**src/rtl/pc_sequencer.sv**
```systemverilog
// Program-counter sequencer: fetch/exec FSM with a small return-address stack.
// Optional interrupt entry is compiled in with `define SEQ_INTERRUPT_EN.
module pc_sequencer #(
  parameter int ADDR_WIDTH = 12,
  parameter logic [ADDR_WIDTH-1:0] RESET_ADDR = '0,
  parameter int STACK_DEPTH = 4,
  parameter logic [ADDR_WIDTH-1:0] IRQ_VECTOR = ADDR_WIDTH'(12'h800)
) (
  input  logic                  clk,
  input  logic                  reset_n,
  input  logic                  run,
  output logic                  fetch_req,
  output logic [ADDR_WIDTH-1:0] fetch_addr,
  input  logic                  fetch_ack,
  output logic                  instr_valid,
  input  logic                  exec_done,
  input  logic                  jump_en,
  input  logic                  call_en,
  input  logic                  ret_en,
  input  logic [ADDR_WIDTH-1:0] jump_addr,
`ifdef SEQ_INTERRUPT_EN
  input  logic                  irq,
  output logic                  irq_ack,
`endif
  output logic [ADDR_WIDTH-1:0] pc,
  output logic [1:0]            state,
  output logic                  stack_err
);

  localparam int IW = $clog2(STACK_DEPTH);
  localparam int CW = IW + 1;
  localparam logic [CW-1:0] FULL = CW'(STACK_DEPTH);

  typedef enum logic [1:0] {
    IDLE  = 2'b00,
    FETCH = 2'b01,
    EXEC  = 2'b10
  } state_t;

  state_t                st_q;
  logic                  req_q;
  logic                  iv_q;
  logic [ADDR_WIDTH-1:0] pc_q, pc_n;
  logic [CW-1:0]         cnt_q, cnt_n, cnt_m1;
  logic                  err_q, err_n;
  logic [ADDR_WIDTH-1:0] stk_q [STACK_DEPTH];
  logic [ADDR_WIDTH-1:0] stk_n [STACK_DEPTH];
  logic [ADDR_WIDTH-1:0] inc;
  logic                  done;

`ifdef SEQ_INTERRUPT_EN
  logic mask_q, mask_n;
  logic ack_q, ack_n;
  assign irq_ack = ack_q;
`endif

  assign fetch_req   = req_q;
  assign fetch_addr  = pc_q;
  assign pc          = pc_q;
  assign instr_valid = iv_q;
  assign state       = st_q;
  assign stack_err   = err_q;

  // The instr_valid cycle belongs to the decoder; completion is taken after it.
  assign done   = (st_q == EXEC) && !iv_q && exec_done;
  assign inc    = pc_q + ADDR_WIDTH'(1);
  assign cnt_m1 = cnt_q - CW'(1);

  always_comb begin
    stk_n = stk_q;
    cnt_n = cnt_q;
    pc_n  = pc_q;
    err_n = err_q;
`ifdef SEQ_INTERRUPT_EN
    mask_n = mask_q;
    ack_n  = 1'b0;
`endif
    if (done) begin
      if (ret_en) begin
`ifdef SEQ_INTERRUPT_EN
        mask_n = 1'b0;
`endif
        if (cnt_q != '0) begin
          pc_n  = stk_q[cnt_m1[IW-1:0]];
          cnt_n = cnt_m1;
        end else begin
          pc_n  = inc;
          err_n = 1'b1;
        end
      end else if (call_en) begin
        if (cnt_q != FULL) begin
          stk_n[cnt_q[IW-1:0]] = inc;
          cnt_n = cnt_q + CW'(1);
        end else begin
          err_n = 1'b1;
        end
        pc_n = jump_addr;
      end else if (jump_en) begin
        pc_n = jump_addr;
      end else begin
        pc_n = inc;
      end
`ifdef SEQ_INTERRUPT_EN
      // Interrupt saves the address the normal flow would have gone to.
      if (irq && !mask_q) begin
        if (cnt_n != FULL) begin
          stk_n[cnt_n[IW-1:0]] = pc_n;
          cnt_n = cnt_n + CW'(1);
        end else begin
          err_n = 1'b1;
        end
        pc_n   = IRQ_VECTOR;
        mask_n = 1'b1;
        ack_n  = 1'b1;
      end
`endif
    end
  end

  always_ff @(posedge clk or negedge reset_n) begin
    if (!reset_n) begin
      st_q  <= IDLE;
      req_q <= 1'b0;
      iv_q  <= 1'b0;
      pc_q  <= RESET_ADDR;
      cnt_q <= '0;
      err_q <= 1'b0;
      stk_q <= '{default: '0};
`ifdef SEQ_INTERRUPT_EN
      mask_q <= 1'b0;
      ack_q  <= 1'b0;
`endif
    end else begin
      iv_q  <= 1'b0;
      pc_q  <= pc_n;
      cnt_q <= cnt_n;
      err_q <= err_n;
      stk_q <= stk_n;
`ifdef SEQ_INTERRUPT_EN
      mask_q <= mask_n;
      ack_q  <= ack_n;
`endif
      unique case (st_q)
        IDLE: begin
          if (run) begin
            st_q  <= FETCH;
            req_q <= 1'b1;
          end
        end
        FETCH: begin
          if (fetch_ack) begin
            st_q  <= EXEC;
            req_q <= 1'b0;
            iv_q  <= 1'b1;
          end
        end
        EXEC: begin
          if (done) begin
            st_q  <= run ? FETCH : IDLE;
            req_q <= run;
          end
        end
        default: begin
          st_q  <= IDLE;
          req_q <= 1'b0;
        end
      endcase
    end
  end

endmodule

```
**config.mk**
```make
export PLATFORM = sky130hd
export DESIGN_NAME = pc_sequencer
export DESIGN_NICKNAME = d
export VERILOG_FILES = /design/src/rtl/pc_sequencer.sv
export SDC_FILE = /design/constraint.sdc
export NUM_CORES = 1
export LEC_CHECK = 0
export CAP_MARGIN = 20
export CORE_UTILIZATION = 50
export CTS_CLUSTER_SIZE = 8
export DETAILED_ROUTE_END_ITERATION = 6
export GPL_ROUTABILITY_DRIVEN = 1
export PLACE_DENSITY = 0.76
export SYNTH_ARGS = -nofsm -noshare
export SYNTH_HDL_FRONTEND = slang
export SYNTH_SLANG_ARGS = --single-unit
export TNS_END_PERCENT = 50
```
**constraint.sdc**
```tcl
create_clock -name clk -period 2.1 [get_ports clk]
set_input_delay 0.21 -clock clk [delete_from_list [all_inputs] [get_ports clk]]
set_output_delay 0.21 -clock clk [all_outputs]
set_load 0.05 [all_outputs]
```
==> impl_metrics.csv, run 1 <==
group,metric,value,unit
clock_tree,cts.sinks,68,
synth,syn_nets,393,
synth,synth-edff-count,0,
synth,synthXorXnorAreaFrac,0.0260,
synth,synthAdderAreaFrac,0.0203,
setup_path,worstSetupPathType,"reg2reg",
sta,final_max_slew_viol_count,0,
setup_path,cp_max_fo,6,
detailed_routing,via_per_inst,5.94,
run,maxCapViolations,0,
floorplanning,die_h,88.0,um
cells_and_area,syn2layout_area_growth,22.4,%
sta,setup_viol,0,
floorplanning,fp.dieW,88.0,um
setup_path,cp_top_family,"compound AO/OA/AOI/OAI gates",
clock_tree,clock_path_buffers,2,
synth,synth_cells,367,
pwr,ir_worst_vdd,557,uV
synth,synth_seq_cells,68,
cells_and_area,layout.nets,448,
sta,worst_pin_slew,0.505,ns
synth,synth_top_family_by_area,"compound AO/OA/AOI/OAI gates",
sta,slew_headroom,0.662,
clock_tree,worst_setup_hold_path_clk_slew,0.08,ns
detailed_routing,drtIter0Drc,264,
placed_design,dp_hpwl,6.52,mm
clock_tree,cts_setup_buffers,0,
floorplanning,dieArea,7750,sq um
floorplanning,coreArea,6980,sq um
sta,rsz0062_at_grt,"false",
synth,synth_cell_type_count,60,
synth,synth_ff_type,"dfrtp_1",
grt,antenna_found_initial,0,
cells_and_area,final-seq-area,1700,sq um
floorplanning,io_pins,49,
cells_and_area,multiInputGateArea,1770,sq um
cells_and_area,drive_gt1_frac,0.176,
sta,finalClockSkew,0.00960,ns
clock_tree,cts_buffers,9,
synth,syn_avg_cell_area,10.1,sq um
synth,synth_top_cell_area_share,0.460,
setup_path,worst_ep_arrival_time,2.22,ns
floorplanning,rows,30,
detailed_routing,drc,0,
setup_path,worst_setup_path_start_kind,"register",
synth,async_reset_ff_frac,1.00,
setup_path,slowest_delay,0.42,ns
grt,grt_max_degree,69,
setup_path,worst_ep_required_time,2.34,ns
sta,setup_ws,0.119,ns
clock_tree,cts_tree,"built",
grt,grt.overflow.total,0,
sta,setup_tns,0,ns
synth,synth_mux_area_frac,0.0947,
sta,period_needed,1.98,ns
synth,yosysWarnings,0,
detailed_routing,wire_per_inst,17.3,um
pwr,total_leakage_power,0.00187,uW
placed_design,io_buffers,48,
outcome,status,"finished, final reports clean",
setup_path,worst-path-buf-inv,2,
grt,grt_pass1_wl,14.8,mm
detailed_routing,vias,3101,
min_path,hp-class,"in2async",
grt,grt_usage,0.256,
clock_tree,worst_skew_pair.late_latency,0.35,ns
detailed_routing,detail-route-antenna-nets,0,
setup_path,crit_path_top_delay_cell,"dfrtp_2",
setup_path,path_cells,"inv_1, ha_1, buf_4, mux4_2, a32o_1, a221o_1",
placed_design,pre_cts_ws,0.0919,ns
sta,max_freq,505,MHz
synth,synth_top_cell_by_area,"dfrtp_1",
placed_design,gp_congestion,0.919,
pwr,p_per_area,1430,nW/um^2
synth,synth_simple_gate_area_frac,0.154,
cells_and_area,num_antenna_cells,0,
detailed_routing,totalWireLength,9.03,mm
synth,ys_seq_area_frac,0.460,
cells_and_area,num-fill-cells,576,
synth,synth-compound-area-share,0.183,
synth,synth_area,3700,sq um
setup_path,crit_path_end_kind,"register",
sta,final_hold_viol_count,0,
floorplanning,start_util,0.530,
grt,grt_pass1_vias,3037,
detailed_routing,firstDrtPassIters,7,
synth,yosys-top-cells-area,"dfrtp_1 (46%), o21ai_0 (7.0%), mux4_2 (6.7%)",
sta,period_share,0.943,
clock_tree,cts-root-buf,"clkbuf_8",
clock_tree,htreeDepth,3,
[Yosys cell counts (all sizes together), types with 5 or more instances]
cell	instances
nand4	7
dfrtp	68
nor3	6
clkbuf	8
mux2	5
a221o	5
xnor2	9
ha	6
mux4	12
a21oi	5
inv	5
a31oi	5
nand3	10
nand2	61
o21ai	57
nor2	13
o211ai	5
buf	28
[worst reg2reg max path, cell delays in order, from the launching register on]
cell and delay, ns:
dfrtp_2 0.42, inv_1 0.07, ha_1 0.36, buf_4 0.18, mux4_2 0.30, a32o_1 0.27, a221o_1 0.26
[path summary, 6_finish.rpt]
check	slack, ns	cells after the start	from	end
max	0.12	6	cnt_q[0]	fetch_addr[9]
min	0.40	3	reset_n	state[0]
max reg2reg	0.12	6	cnt_q[0]	fetch_addr[9]
min reg2reg	0.47	1	stack_err	stack_err
max in group asynchronous	1.38	3	reset_n	fetch_addr[5]
min in group clk	0.47	3	fetch_ack	instr_valid
[kinds of logic (layout without fill, tap and decap cells)]
kind of cell	after synthesis	in the layout
buffers and inverters	41	100
adder cells (fa/ha/maj)	6	6
XOR/XNOR	11	11
multiplexers	19	19
AND/OR/NAND/NOR	117	117
AO/OA/AOI/OAI	105	105
flip-flops	68	68
[per-stage QoR]
stage               instances  instance area (sq um)  total power (uW)  hold slack (ns)   util
finish                    522                   4530              6460            0.404  0.648
global route              522                   4530              6830            0.455  0.648
CTS                       522                   4530              6470            0.420  0.648
detailed placement        506                   4330              5430            0.256  0.620
global placement          506                   4330              5340            0.256  0.620
floorplan                 367                   3700              4400          -0.0856      -
[placed cells by master (no fill, tap or decap), drive strengths merged, types with 3 or more instances in the layout]
cell,count
buf,32
xnor2,9
a22o,3
a21oi,5
clkbuf,12
a211oi,3
ha,6
dfrtp,68
o21ai,57
nor2,13
nand2,61
o211ai,5
inv,5
nand4,7
mux4,12
clkdlybuf4s50,47
or4,3
a31oi,5
a31o,3
nor3,6
nand3,10
a221o,5
mux2,5
o31ai,3
or3,3
[flip-flops by register name (all words and copies together) (netlist names)]
signal,count
cnt_q,3
instr_valid,1
fetch_addr,12
fetch_req,1
stk_q,48
state,2
stack_err,1
[report_power, final]
group	switching (uW)	internal (uW)
clock	505	519
combinational	2040	1330
sequential	359	1710
total	2900	3560
[routing by layer]
| layer | up-vias | GRT usage | routed length (um) |
|---|---|---|---|
| met5 | - | 0 | 0 |
| met4 | 0 | 0.123 | 254 |
| met3 | 21 | 0.0537 | 594 |
| met2 | 125 | 0.393 | 4220 |
| met1 | 1509 | 0.350 | 3960 |
| li1 | 1446 | - | - |
[cell type report]
cell class,count,area share
clock inverter,3,0.00470
multi-input combinational,258,0.391
timing repair buffer,80,0.161
inverter,5,0.00415
tap,96,0.0265
sequential,68,0.376
clock buffer,12,0.0365
[timing repair]
| action | CTS | global route |
|---|---|---|
| hold endpoints to repair | 68 | 0 |
| gates resized for setup | 0 | 0 |
| hold buffers | 1 | 0 |
Power figures use the tool's default switching activity.
==> run 2: changes to the inputs <==
TNS_END_PERCENT = default   (was 50)
==> results of run 2 <==
Final layout, timing and power as in run 1 (identical DEF).
